===== src/rtl/branch_resolve_unit.sv =====
// Branch resolve unit: holds one conditional branch until all in-flight
// flag writers have retired, evaluates it against {Z,V,N}, and on a taken
// branch issues a one-cycle PC redirect plus a multi-cycle IF/ID flush.
module branch_resolve_unit #(
  parameter int DATA_W    = 16,
  parameter int MAX_PEND  = 3,
  parameter int FLUSH_CYC = 2
) (
  input  logic              clk,
  input  logic              rst,
  input  logic [2:0]        flag_in,
  input  logic              fw_issue,
  input  logic              fw_retire,
  input  logic              br_valid,
  output logic              br_ready,
  input  logic [2:0]        br_cond,
  input  logic [DATA_W-1:0] br_target,
  output logic              stall,
  output logic              redirect_valid,
  output logic [DATA_W-1:0] redirect_pc,
  output logic              flush,
  output logic              resolved,
  output logic              taken,
  output logic              pend_err
);

  localparam int PEND_W = $clog2(MAX_PEND + 1);
  localparam int FC_W   = (FLUSH_CYC > 1) ? $clog2(FLUSH_CYC) : 1;

  typedef enum logic [1:0] {S_IDLE, S_WAIT, S_EVAL, S_FLUSH} state_t;

  state_t              state_reg, state_next;
  logic [PEND_W-1:0]   pend_reg, pend_next;
  logic                pend_err_reg, pend_err_next;
  logic [2:0]          cond_reg, cond_next;
  logic [DATA_W-1:0]   target_reg, target_next;
  logic [FC_W-1:0]     fcnt_reg, fcnt_next;
  logic                resolved_reg, resolved_next;
  logic                taken_reg, taken_next;
  logic                redirect_valid_reg, redirect_valid_next;
  logic [DATA_W-1:0]   redirect_pc_reg, redirect_pc_next;
  logic                flush_reg, flush_next;
  logic                stall_reg, br_ready_reg;
  logic                cond_true;

  // Pending flag-writer counter: saturates at both ends and flags the error.
  always_comb begin
    pend_next     = pend_reg;
    pend_err_next = pend_err_reg;
    if (fw_issue && !fw_retire) begin
      if (pend_reg == PEND_W'(MAX_PEND)) pend_err_next = 1'b1;
      else                               pend_next     = pend_reg + PEND_W'(1);
    end else if (fw_retire && !fw_issue) begin
      if (pend_reg == '0) pend_err_next = 1'b1;
      else                pend_next     = pend_reg - PEND_W'(1);
    end
  end

  // Condition evaluation against the live flag register output {Z,V,N}.
  always_comb begin
    cond_true = 1'b0;
    case (cond_reg)
      3'd0: cond_true = flag_in[2];
      3'd1: cond_true = ~flag_in[2];
      3'd2: cond_true = flag_in[0];
      3'd3: cond_true = ~flag_in[0];
      3'd4: cond_true = ~flag_in[0] & ~flag_in[2];
      3'd5: cond_true = flag_in[0] | flag_in[2];
      3'd6: cond_true = flag_in[1];
      3'd7: cond_true = 1'b1;
      default: cond_true = 1'b0;
    endcase
  end

  // Next-state and next-output logic; pulses default low every cycle.
  always_comb begin
    state_next          = state_reg;
    cond_next           = cond_reg;
    target_next         = target_reg;
    fcnt_next           = fcnt_reg;
    resolved_next       = 1'b0;
    taken_next          = 1'b0;
    redirect_valid_next = 1'b0;
    redirect_pc_next    = redirect_pc_reg;
    flush_next          = 1'b0;
    case (state_reg)
      S_IDLE: begin
        if (br_valid) begin
          cond_next   = br_cond;
          target_next = br_target;
          state_next  = (pend_next == '0) ? S_EVAL : S_WAIT;
        end
      end
      S_WAIT: begin
        // Uses the registered count, so a final retire still costs a cycle.
        if (pend_reg == '0) state_next = S_EVAL;
      end
      S_EVAL: begin
        resolved_next = 1'b1;
        taken_next    = cond_true;
        if (cond_true) begin
          redirect_valid_next = 1'b1;
          redirect_pc_next    = target_reg;
          flush_next          = 1'b1;
          fcnt_next           = '0;
          state_next          = S_FLUSH;
        end else begin
          state_next = S_IDLE;
        end
      end
      S_FLUSH: begin
        if (fcnt_reg == FC_W'(FLUSH_CYC - 1)) begin
          state_next = S_IDLE;
        end else begin
          fcnt_next  = fcnt_reg + FC_W'(1);
          flush_next = 1'b1;
        end
      end
      default: state_next = S_IDLE;
    endcase
  end

  // State and registered outputs; reset abandons any branch in flight.
  always_ff @(posedge clk or negedge rst) begin
    if (!rst) begin
      state_reg          <= S_IDLE;
      pend_reg           <= '0;
      pend_err_reg       <= 1'b0;
      cond_reg           <= '0;
      target_reg         <= '0;
      fcnt_reg           <= '0;
      resolved_reg       <= 1'b0;
      taken_reg          <= 1'b0;
      redirect_valid_reg <= 1'b0;
      redirect_pc_reg    <= '0;
      flush_reg          <= 1'b0;
      stall_reg          <= 1'b0;
      br_ready_reg       <= 1'b1;
    end else begin
      state_reg          <= state_next;
      pend_reg           <= pend_next;
      pend_err_reg       <= pend_err_next;
      cond_reg           <= cond_next;
      target_reg         <= target_next;
      fcnt_reg           <= fcnt_next;
      resolved_reg       <= resolved_next;
      taken_reg          <= taken_next;
      redirect_valid_reg <= redirect_valid_next;
      redirect_pc_reg    <= redirect_pc_next;
      flush_reg          <= flush_next;
      stall_reg          <= (state_next != S_IDLE);
      br_ready_reg       <= (state_next == S_IDLE);
    end
  end

  assign br_ready       = br_ready_reg;
  assign stall          = stall_reg;
  assign redirect_valid = redirect_valid_reg;
  assign redirect_pc    = redirect_pc_reg;
  assign flush          = flush_reg;
  assign resolved       = resolved_reg;
  assign taken          = taken_reg;
  assign pend_err       = pend_err_reg;

endmodule


===== config.mk =====
export PLATFORM = sky130hd
export DESIGN_NAME = branch_resolve_unit
export DESIGN_NICKNAME = d
export VERILOG_FILES = /design/src/rtl/branch_resolve_unit.sv
export SDC_FILE = /design/constraint.sdc
export NUM_CORES = 1
export LEC_CHECK = 0
export ABC_AREA = 0
export BUFFER_PORTS_ARGS = -buffer_cell sky130_fd_sc_hd__buf_2
export CAP_MARGIN = 30
export CORE_ASPECT_RATIO = 0.9
export CORE_MARGIN = 10
export CORE_UTILIZATION = 52
export DETAILED_ROUTE_END_ITERATION = 10
export GPL_TIMING_DRIVEN = 0
export HOLD_SLACK_MARGIN = 0.15
export MAX_ROUTING_LAYER = met4
export PLACE_DENSITY = 0.89
export SYNTH_ARGS = -nofsm -noshare
export SYNTH_HDL_FRONTEND = slang
export SYNTH_SLANG_ARGS = --single-unit

===== constraint.sdc =====
create_clock -name clk -period 2.4 [get_ports clk]
set_input_delay 0.24 -clock clk [delete_from_list [all_inputs] [get_ports clk]]
set_output_delay 0.24 -clock clk [all_outputs]
set_load 0.1 [all_outputs]

# Yosys cells after proc, flatten, opt, wreduce, memory -nomap -nowiden
# Index checks and enable logic that the tools add are counted.
word_totals:
  ff_bits: 47
  wordCells: 74
op_classes:
  reduce_logical: 17
  eq_ne: 13
  addsub: 3
  bitwise: 4
  muxes: 24
op_table:
  columns: ["op", "count"]
  rows:
  - ["$mux W2", 9]
  - ["$eq A3 B3 Y1 const B", 4]
  - ["$mux W1", 11]
  - ["$logic_not A2 Y1", 4]
  - ["$pmux W1 S8", 1]
  - ["$pmux W2 S4", 1]
  - ["$reduce_bool A2 Y1", 4]
  - ["$eq A2 B2 Y1 const B", 3]
  - ["$eq A3 B2 Y1 const B", 2]
  - ["$reduce_and A2 Y1", 3]
  - ["$pmux W1 S2", 2]
  - ["$eq A3 B1 Y1 const B", 1]
  - ["$logic_not A3 Y1", 1]
  - ["$reduce_and A3 Y1", 1]
  - ["$add A2 B1 Y2 const B", 1]
  - ["$eq A2 B1 Y1 const B", 1]
  - ["$logic_and A1 B1 Y1", 2]
  - ["$logic_not A1 Y1", 2]
  - ["$ne A2 B1 Y1 const B", 1]
  - ["$ne A2 B2 Y1 const B", 1]
  - ["$not A1 Y1", 2]
  - ["$sub A2 B1 Y2 const B", 1]
  - ["$add A1 B1 Y1 const B", 1]
  - ["$and A1 B1 Y1", 1]
  - ["$or A1 B1 Y1", 1]

# Logic depth before layout (Yosys ltp)
# Gate-level depths: netlist of run 1.
logic_depth:
  word_depth: 9
  ltp_mapped: 6
  depth_no_buf: 6

# Worst setup path before layout of run 1
# No wires, ideal clock.
synth_path:
  kind: "flip-flop to flip-flop"
  start: "reg cond_reg[0]"
  end: "reg redirect_pc_reg[0] (netlist: redirect_pc[0])"
  n_path_buf: 1
  t_required_ps: 2274
  arrival_time_ps: 2064
  path_stages_with_launch: 6
  slack_ps: 210
  path_cell_list: "dfrtp_1 > or4b_1 > a2bb2oi_2 > a311oi_4 > buf_8 > mux2_4"
synth_via:
  elab_chain_cells: 3
  elab_cells_between_ends: 10
  cone_classes: "eq/ne (7); mux (1); reduce/logical (2)"
synth_lines:
  columns: ["item", "line_no", "text"]
  rows:
  - ["start, declared", "35", "logic [2:0] cond_reg, cond_next;"]
  - ["start signal, assigned", "143", "cond_reg <= cond_next;"]
  - ["$eq A3 B3 Y1, or another cell as far along", "62", "case (cond_reg)"]
  - ["$pmux W1 S8 (*)", "62", null]
  - ["$reduce_and A2 Y1 (no source line) (*)", null, null]
  - ["end signal, assigned", "149", "redirect_pc_reg <= redirect_pc_next;"]
  - ["end, declared", "41", "logic [DATA_W-1:0] redirect_pc_reg, redirect_pc_next;"]
# Every way passes the cells marked *; elsewhere a longest branch is shown, timed or not.
# A chain may end at the register's enable or synchronous reset.

# Worst setup path after layout of run 1
layout_path:
  start: "reg cond_reg[0]"
  end: "reg redirect_pc_reg[5] (netlist: redirect_pc[5])"
# Same word-level chain as after synthesis.

==> qor.log, run 1 <==
qor: synth.yosysMostFrequentCell dfrtp_1
qor: clocking.clock_sink_count 46
qor: synth.synth_largest_type_area_fraction 58.4%
qor: placed_design.gp_congestion 0.736
qor: sta.max_slew_violation_count 0
qor: sta.post-route-min-period 2250 ps
qor: detailed_routing.totalWireLength 4.12 mm
qor: detailed_routing.drt_pass1_iterations 4
qor: cells_and_area.final_cell_area 2390 sq um
qor: synth.syn-instance-count 132
qor: cells_and_area.area_growth 23.9%
qor: clocking.clkLatencyLatePin 300 ps
qor: sta.worst_clock_skew 11.0 ps
qor: detailed_routing.antenna_left 0
qor: sta.hold_fails_final_rpt 0
qor: detailed_routing.drc 0
qor: min_path.worstHoldStart br_target[14]
qor: min_path.min_delay_path_depth 2
qor: cells_and_area.finish.cell_count_without_fillers 237
qor: grt.grt_first_pass_wirelength 6.60 mm
qor: clocking.tritoncts built
qor: cells_and_area.area_of_the_multi_input_gates 719 sq um
qor: cells_and_area.drive_above_1_share 54.9%
qor: grt.antenna_violations_before_repair 0
qor: sta.maxClockFrequency 445 MHz
qor: floorplanning.die_w 84.2 microns
qor: worst_setup_path.reg2regPathDepth 5
qor: clocking.cts.root.buffer_cell clkbuf_8
qor: cells_and_area.design.final.nets 221
qor: detailed_routing.detailed_route_vias_per_instance 5.18
qor: synth.synth_seq_area_share 59.8%
qor: worst_setup_path.critPathMaxFanout 7
qor: grt.pin_count_of_the_biggest_net_entering_global_routing 47
qor: worst_setup_path.cpPeakStageDelay 570 ps
qor: synth.postSynth.topFlopCell dfrtp_1
qor: placed_design.place_area 2230 sq um
qor: min_path.hold_end target_reg[14]
qor: min_path.classification_of_the_worst_slack_hold_path input pin to flop
qor: cells_and_area.seqCellArea 1150 sq um
qor: sta.max_slew.worst_pin.slew 834 ps
qor: worst_setup_path.critPathKind flop to flop
qor: synth.number_of_storage_elements_in_the_synthesis_netlist 46
qor: detailed_routing.avgRoutedWirePerCell 17.4 microns
qor: grt.track_usage 13.1%
qor: sta.report.final.setup_viol 0
qor: worst_setup_path.worstSetupStartpointType flop
qor: detailed_routing.routed-via-count 1227
qor: synth.synth.top_cells.by_area dfrtp_1, mux2_2, mux2_4
qor: sta.crit_share_post_route 93.6%
qor: placed_design.portBuffers 49
qor: synth.synth_top_cell_by_area dfrtp_1
qor: synth.synthArstFlopShare 100%
qor: floorplanning.die_height 77.8 microns
qor: worst_setup_path.startpoint cond_reg[0]
qor: clocking.cts-root-to-sink-buffers 2
qor: worst_setup_path.regToRegStartpoint cond_reg[0]
qor: worst_setup_path.reg2reg_to redirect_pc[5]
qor: detailed_routing.detailedRoute.firstIterationViolations 59
qor: synth.synth.avg_cell_area 14.6 sq um
qor: sta.grt_setup_unrepaired false
qor: clocking.clkSlewWorstSetupHoldPaths 90 ps
qor: synth.synth_cell_type_count 32
qor: grt.vias_in_the_first_global_route 1307
qor: sta.timing.max_slew.rel_slack 44.1%
qor: outcome.status finished clean
qor: clocking.cts_htree_levels 2
qor: worst_setup_path.cp.arrival 2430 ps
qor: synth.synth.top_cells.by_count dfrtp_1, mux2_2, mux2_4
qor: worst_setup_path.worstSetupEndpointType flop
qor: worst_setup_path.reg2reg_slack 150 ps
qor: floorplanning.die_area 6550 sq um
qor: placed_design.post-place-cells 225
qor: placed_design.placed_wire_length_estimate 3.12 mm
qor: worst_setup_path.worstPathCellList or4b_1 -> a2bb2oi_2 -> a311oi_4 -> buf_4 -> mux2_2
qor: cells_and_area.fill_cells 237
qor: floorplanning.pin_count 50
qor: floorplanning.initial_utilization 55.4%
qor: worst_setup_path.worst-endpoint-required 2580 ps
qor: floorplanning.core_area 3480 sq um
qor: synth.syn_area 1930 sq um
qor: synth.yosysWarningCount 0
qor: cells_and_area.antenna_cells 0
qor: worst_setup_path.critPathSlowestCell or4b_1
qor: run.max_cap_viol_count 0
qor: synth.synth-edff-count 0
qor: synth.syn_nets 161
qor: grt.gr-total-overflow 0
qor: floorplanning.rows 20
qor: cells_and_area.finalCoreUtilization 68.7%
qor: clocking.tritoncts.num_buffers 5
==> worst max-delay path: cells and delay by family (launching register included) <==
family                 cells  cell delay [ps]
flip-flops                 1              460
AO/OA/AOI/OAI              2              560
AND/OR/NAND/NOR            1              570
multiplexers               1              340
buffers and inverters      1              210
==> metrics by stage <==
stage	hold slack [ps]	setup WS [ps]	setup TNS (ps)
after floorplan	-55.6	210	0
after global placement	424	54.4	0
after detailed placement	446	-22.3	-86.3
after CTS	166	152	0
after global routing	157	35.1	0
final	167	155	0
==> final cells by class <==
| class | instances | share of cell area (%) |
|---|---|---|
| flip-flops and latches | 46 | 48.2 |
| plain buffers | 3 | 1.10 |
| inverters | 8 | 1.26 |
| clock buffers | 7 | 3.61 |
| repair buffers | 53 | 12.1 |
| multi-input cells | 75 | 30.1 |
| well taps | 44 | 2.30 |
| clock inverters | 1 | 1.26 |
==> cells in the final DEF (no fill, tap or decap), types with 2 or more instances in the layout <==
master and n:
buf_4 3, mux2_4 9, dfrtp_1 45, clkbuf_1 2, or2_2 3, a211oi_1 2, nor2_1 5, o21ai_0 5
buf_2 49, a21oi_1 4, ha_1 2, mux2_2 26, clkbuf_8 6, inv_1 8, nand3_1 2
==> worst max path at each step <==
stage / slack (ps) / end / cells after the start
6_report: 150 / redirect_pc[5] / 5
5_1_grt: 40 / cond_reg[0] / 3
3_3_place_gp: 50 / redirect_pc[11] / 5
2_1_floorplan: 210 / redirect_pc[0] / 5
3_5_place_dp: -20 / redirect_pc[14] / 5
4_1_cts: 150 / target_reg[13] / 3
==> cell families after synthesis <==
family | after synthesis | share of synthesized area (%)
mux | 35 | 22.2
fa+ha+maj | 2 | 1.30
xor+xnor | 1 | 0.454
compound gates | 21 | 8.57
buf+inv | 11 | 2.92
simple gates | 16 | 4.80
flops | 46 | 59.8
==> routing by layer <==
metal  global-route usage [%]  vias to the layer above  wire [microns]
met5                        -                        -               0
met4                     6.02                        0              70
met3                     2.92                        7             116
met2                     23.5                       25            2310
met1                     13.3                      605            1630
li1                         -                      590               -
==> timing repair <==
action / in CTS / in global routing
hold endpoints to repair: 45 / 0
resized for setup: 0 / 0
setup endpoints to repair: 9 / 0
buffers inserted: 2 / 0
hold buffers: 1 / 0
Power of run 1 is left out: the tool's default activity adds up to more than one toggle a clock period on the data nets, which glitch-free logic cannot reach.
==> run 2: changes to the inputs <==
--- a/config.mk
+++ b/config.mk
@@ -9,7 +9,6 @@
 export BUFFER_PORTS_ARGS = -buffer_cell sky130_fd_sc_hd__buf_2
 export CAP_MARGIN = 30
 export CORE_ASPECT_RATIO = 0.9
-export CORE_MARGIN = 10
 export CORE_UTILIZATION = 52
 export DETAILED_ROUTE_END_ITERATION = 10
 export GPL_TIMING_DRIVEN = 0
==> run 2 against run 1 <==
Register-to-register slack about the same. Count of clock-buffer cells in the layout decreased by 1. Critical path depth unchanged. Setup slack improved by 3.9 ps. Utilization decreased by 0.19 points. Fmax increased by 0.18%. Non-clock buffer count unchanged. Global-route usage increased by 8.6 points. Hold slack improved by 5.1 ps. Cell area decreased by 0.99%. First-iteration DRC count decreased by 15%. Critical path type unchanged. Highest routed layer unchanged.
==> qor.log, run 2 (same netlist as run 1, synthesis figures left out) <==
qor: clocking.cts-root-to-sink-buffers 2 [unchanged]
qor: cells_and_area.area_growth 22.7%
qor: min_path.min_delay_path_depth 2 [unchanged]
qor: placed_design.place_area 2230 sq um [unchanged]
qor: worst_setup_path.cp.arrival 2420 ps [about the same]
qor: grt.gr-total-overflow 0 [unchanged]
qor: clocking.cts.root.buffer_cell clkbuf_8
qor: cells_and_area.most-common-layout-cells buf_2, dfrtp_1, mux2_2, mux2_4, inv_1
qor: clocking.cts_htree_levels 2 [unchanged]
qor: cells_and_area.fill_cells 257 [+8.4%]
qor: sta.report.final.setup_viol 0 [unchanged]
qor: worst_setup_path.reg2regPathDepth 5 [unchanged]
qor: floorplanning.initial_utilization 55.8% [+0.40 points]
qor: floorplanning.rows 20 [unchanged]
qor: grt.antenna_violations_before_repair 0 [unchanged]
qor: clocking.clock_sink_count 46 [unchanged]
qor: clocking.clkSlewWorstSetupHoldPaths 80 ps [about the same]
qor: sta.max_slew_violation_count 0 [unchanged]
qor: grt.gr-usage-met2 36.2% [+13 points]
qor: placed_design.post-place-cells 225 [unchanged]
qor: clocking.clkLatencyLatePin 290 ps [about the same]
qor: cells_and_area.drive_above_1_share 54.9% [unchanged]
qor: floorplanning.die_w 66.2 microns [-21%]
qor: floorplanning.die_area 3960 sq um [-40%]
qor: worst_setup_path.worstSetupEndpointType flop
qor: cells_and_area.design.final.nets 221 [unchanged]
qor: sta.crit_share_post_route 93.4% [-0.16 points]
qor: detailed_routing.antenna_left 0 [unchanged]
qor: sta.hold_fails_final_rpt 0 [unchanged]
qor: placed_design.portBuffers 49 [unchanged]
qor: grt.vias_in_the_first_global_route 1274 [-2.5%]
qor: sta.post-route-min-period 2240 ps [-3.93 ps]
qor: cells_and_area.final_common_cell buf_2
qor: outcome.status finished clean
qor: sta.worst_clock_skew 6.85 ps [-4.18 ps]
qor: detailed_routing.drc 0 [unchanged]
qor: sta.maxClockFrequency 446 MHz [+0.18%]
qor: detailed_routing.detailed_route_vias_per_instance 5.27 [+1.9%]
qor: placed_design.placed_wire_length_estimate 2.53 mm [-19%]
qor: sta.max_slew.worst_pin.slew 607 ps [-227 ps]
qor: grt.global_route_met3_usage 6.49% [+3.6 points]
qor: detailed_routing.routed-via-count 1250 [+1.9%]
qor: worst_setup_path.critPathKind flop to flop
qor: floorplanning.pin_count 50 [unchanged]
qor: grt.busiest_layer met2
qor: cells_and_area.antenna_cells 0 [unchanged]
qor: floorplanning.core_area 3450 sq um [-0.72%]
qor: grt.grt_first_pass_wirelength 5.87 mm [-11%]
qor: grt.track_usage 21.7% [+8.6 points]
qor: grt.gr-usage-met1 24.6% [+11 points]
qor: cells_and_area.final_cell_area 2370 sq um [-0.99%]
qor: clocking.tritoncts.num_buffers 5 [unchanged]
qor: sta.timing.max_slew.rel_slack 59.5% [+15 points]
qor: placed_design.gp_congestion 0.797 [+8.2%]
qor: detailed_routing.detailedRoute.firstIterationViolations 50 [-15%]
qor: worst_setup_path.critPathMaxFanout 7 [unchanged]
qor: floorplanning.die_height 59.8 microns [-23%]
qor: detailed_routing.drt_pass1_iterations 4 [unchanged]
qor: detailed_routing.totalWireLength 3.51 mm [-15%]
qor: worst_setup_path.worstSetupStartpointType flop
qor: run.max_cap_viol_count 0 [unchanged]
qor: cells_and_area.finish.cell_count_without_fillers 237 [unchanged]
qor: min_path.classification_of_the_worst_slack_hold_path input pin to flop
qor: detailed_routing.avgRoutedWirePerCell 14.8 microns [-15%]
qor: grt.pin_count_of_the_biggest_net_entering_global_routing 47 [unchanged]
qor: worst_setup_path.worst-endpoint-required 2580 ps [about the same]
qor: sta.grt_setup_unrepaired false
qor: clocking.tritoncts built
==> run 2: changes by cell type in the layout (fill, tap and decap cells not counted), sizes merged <==
cell / before / now
clkbuf: 8 / 7
bufinv: 1 / 0
clkinv: 0 / 2
==> run 2: stage by stage <==
stage	utilization, %	worst slack (ps)	hold WS, ps	setup TNS [ps]
after global routing	68.5	96.0	162	0
after CTS	67.8	82.9	169	0
after detailed placement	64.5	-19.9	452	-106
after global placement	64.5	67.6	419	0
after floorplan	-	210	-55.6	0
final	68.5	159	172	0
==> run 2: layer usage <==
layer / share of wire, % / vias to the layer above
met4: 2.2 / 0
met1: 40 / 616
met2: 53 / 36
li1: - / 594
met3: 4.6 / 4
met5: 0 / -
==> run 2: worst paths after layout <==
check,start,to,slack (ps)
max,cond_reg[0],redirect_pc[6],160
min,br_target[13],target_reg[13],170
max reg2reg,cond_reg[0],redirect_pc[6],160
min reg2reg,pend_err,pend_err,470
max in group asynchronous,rst,br_ready,1620
min in group asynchronous,rst,redirect_pc[7],290
==> run 2: layout make-up <==
cell class	instances	area (sq um)	share of cell area [%]
inverter	8	30.0	1.27
buffer	3	26.3	1.11
tap	44	55.1	2.33
multi-input combinational	75	726	30.7
clock buffer	6	72.6	3.07
timing repair buffer	53	290	12.3
clock inverter	2	13.8	0.582
sequential	46	1150	48.7
==> run 2: critical path: stages (launching register included) <==
cell and delay (ps):
dfrtp_1 450, or4b_1 580, a2bb2oi_2 180, a311oi_4 370, buf_4 210, mux2_2 340
==> run 2: timing repair <==
item / 4_1_cts / 5_1_grt
setup endpoints to repair: 9 / 2
buffers inserted: 2 / 0
endpoints found under the hold margin: 45 / 0
hold buffers: 1 / 0
cloned: 0 / 0
pin swaps: 1 / 0
gates resized for setup: 0 / 1
Power of run 2 is left out for the same reason.
==> run 3: changes to the inputs <==
--- a/config.mk
+++ b/config.mk
@@ -8,7 +8,6 @@
 export ABC_AREA = 0
 export BUFFER_PORTS_ARGS = -buffer_cell sky130_fd_sc_hd__buf_2
 export CAP_MARGIN = 30
-export CORE_ASPECT_RATIO = 0.9
 export CORE_UTILIZATION = 52
 export DETAILED_ROUTE_END_ITERATION = 10
 export GPL_TIMING_DRIVEN = 0
==> run 3 against run 2 <==
Clock skew down 1.6 ps. Sequential share of layout area down 0.61 points. Highest routed layer unchanged. Utilization up 1.1 points. Count of clock-buffer cells in the layout up 1. Non-clock buffer count up 1. Global-route usage up 1.8 points. Die area about the same. Register-to-register slack worse by 50 ps.
==> qor.log, run 3 (same netlist as run 1, synthesis figures left out) <==
qor: outcome.status finished clean
qor: cells_and_area.design.final.nets 222 [+0.45%]
qor: sta.worst_clock_skew 5.28 ps [-1.57 ps]
qor: grt.pin_count_of_the_biggest_net_entering_global_routing 47 [unchanged]
qor: detailed_routing.antenna_left 0 [unchanged]
qor: grt.vias_in_the_first_global_route 1335 [+4.8%]
qor: worst_setup_path.reg2reg_slack 110 ps [-50 ps]
qor: grt.gr-total-overflow 0 [unchanged]
qor: worst_setup_path.reg2reg_to redirect_pc[8]
qor: sta.max_slew.worst_pin.slew 678 ps [+71.1 ps]
qor: sta.hold_fails_final_rpt 0 [unchanged]
qor: clocking.clock_sink_count 46 [unchanged]
qor: worst_setup_path.reg2regPathDepth 5 [unchanged]
qor: clocking.cts_htree_levels 2 [unchanged]
qor: min_path.worstHoldStart br_target[8]
qor: clocking.cts-root-to-sink-buffers 2 [unchanged]
qor: clocking.tritoncts.num_buffers 5 [unchanged]
qor: grt.antenna_violations_before_repair 0 [unchanged]
qor: worst_setup_path.regToRegStartpoint cond_reg[0]
qor: cells_and_area.area_growth 24.3%
qor: sta.post-route-min-period 2290 ps [+47.3 ps]
qor: sta.maxClockFrequency 437 MHz [-2.1%]
qor: cells_and_area.antenna_cells 0 [unchanged]
qor: clocking.clkLatencyLatePin 300 ps [about the same]
qor: placed_design.gp_congestion 0.712 [-11%]
qor: detailed_routing.totalWireLength 3.93 mm [+12%]
qor: sta.totalNegativeSetupSlack 0 ps [unchanged]
qor: cells_and_area.final_common_cell buf_2
qor: clocking.cts.root.buffer_cell clkbuf_8
qor: placed_design.portBuffers 49 [unchanged]
qor: sta.timing.max_slew.rel_slack 54.3% [-5.2 points]
qor: cells_and_area.most-common-layout-cells buf_2, dfrtp_1, mux2_2, mux2_4, inv_1
qor: clocking.tritoncts built
qor: grt.track_usage 23.5% [+1.8 points]
qor: worst_setup_path.worstSetupStartpointType flop
qor: grt.grt_first_pass_wirelength 6.56 mm [+12%]
qor: sta.report.final.setup_viol 0 [unchanged]
qor: detailed_routing.routed-via-count 1288 [+3.0%]
qor: detailed_routing.drc 0 [unchanged]
qor: run.max_cap_viol_count 0 [unchanged]
qor: min_path.min_delay_path_depth 2 [unchanged]
qor: placed_design.placed_wire_length_estimate 2.63 mm [+4.1%]
qor: floorplanning.initial_utilization 56.0% [+0.18 points]
qor: sta.crit_share_post_route 95.4% [+2.0 points]
qor: floorplanning.pin_count 50 [unchanged]
qor: worst_setup_path.critPathKind flop to flop
qor: detailed_routing.detailedRoute.firstIterationViolations 47 [-6.0%]
qor: floorplanning.die_height 62.9 microns [+5.2%]
qor: detailed_routing.drt_pass1_iterations 4 [unchanged]
qor: cells_and_area.drive_above_1_share 54.6% [-0.28 points]
qor: floorplanning.core_area 3440 sq um [-0.33%]
qor: sta.grt_setup_unrepaired false
qor: worst_setup_path.worstSetupEndpointType flop
qor: min_path.hold_end target_reg[8]
qor: floorplanning.die_area 3960 sq um [about the same]
qor: detailed_routing.detailed_route_vias_per_instance 5.37 [+1.8%]
qor: min_path.classification_of_the_worst_slack_hold_path input pin to flop
qor: sta.max_slew_violation_count 0 [unchanged]
qor: clocking.clkSlewWorstSetupHoldPaths 80 ps [about the same]
qor: worst_setup_path.critPathMaxFanout 7 [unchanged]
qor: worst_setup_path.cp.arrival 2480 ps [+60 ps]
qor: floorplanning.rows 21 [+5.0%]
qor: worst_setup_path.worst-endpoint-required 2590 ps [about the same]
qor: detailed_routing.avgRoutedWirePerCell 16.4 microns [+11%]
qor: floorplanning.die_w 62.9 microns [-5.0%]
qor: cells_and_area.fill_cells 242 [-5.8%]
## run 3: cell types whose count changed in the layout (fill, tap and decap cells not counted)
| cell | delta |
|---|---|
| buf_4 | +1 |
| bufinv_16 | +1 |
| clkbuf_1 | +1 |
| clkinv_2 | -1 |
| clkinv_4 | -1 |
## run 3: stage by stage
step	cell area [sq um]	util (%)	cells	hold slack [ps]	setup slack [ps]
floorplan	1930	-	132	-55.6	210
global placement	2230	64.8	227	417	60.5
detailed placement	2230	64.8	227	447	10.8
CTS	2370	68.8	239	164	102
global route	2400	69.6	240	159	41.7
finish	2400	69.6	240	165	111
## run 3: what timing repair did
item | 4_1_cts | 5_1_grt
setup endpoints to repair | 9 | 10
endpoints found under the hold margin | 45 | 0
pin swaps | 1 | 0
cloned | 0 | 0
resized for setup | 0 | 1
hold buffers | 1 | 0
setup buffers | 3 | 0
## run 3: metal layers
| layer | up-vias | global-route usage [%] | part of all wire, % |
|---|---|---|---|
| li1 | 594 | - | - |
| met1 | 645 | 25.9 | 40 |
| met2 | 37 | 38.2 | 53 |
| met3 | 12 | 7.66 | 4.0 |
| met4 | 0 | 11.6 | 2.6 |
| met5 | - | - | 0 |
## run 3: worst max path at each step
stage / slack (ps) / end / from
floorplan: 210 / redirect_pc[0] / cond_reg[0]
global placement: 60 / redirect_pc[12] / cond_reg[0]
detailed placement: 10 / redirect_pc[13] / cond_reg[0]
CTS: 100 / target_reg[13] / state_reg[1]
global route: 40 / redirect_pc[8] / cond_reg[0]
finish: 110 / redirect_pc[8] / cond_reg[0]
## run 3: layout make-up
cell class              instances  area [sq um]  share of cell area, %
well taps                      46          57.6                   2.40
inverters                       8          30.0                   1.25
clock buffers                   7          76.3                   3.19
multi-input cells              75           726                   30.3
clock inverters                 1          30.0                   1.25
repair buffers                 54           298                   12.4
plain buffers                   3          26.3                   1.10
flip-flops and latches         46          1150                   48.1
## run 3: worst max-delay path, cell delays in order, from the launching register on
cell       delay [ps]
dfrtp_1           450
or4b_1            560
a2bb2oi_2         190
a311oi_4          430
buf_4             200
mux2_2            340
Power of run 3 is left out for the same reason.
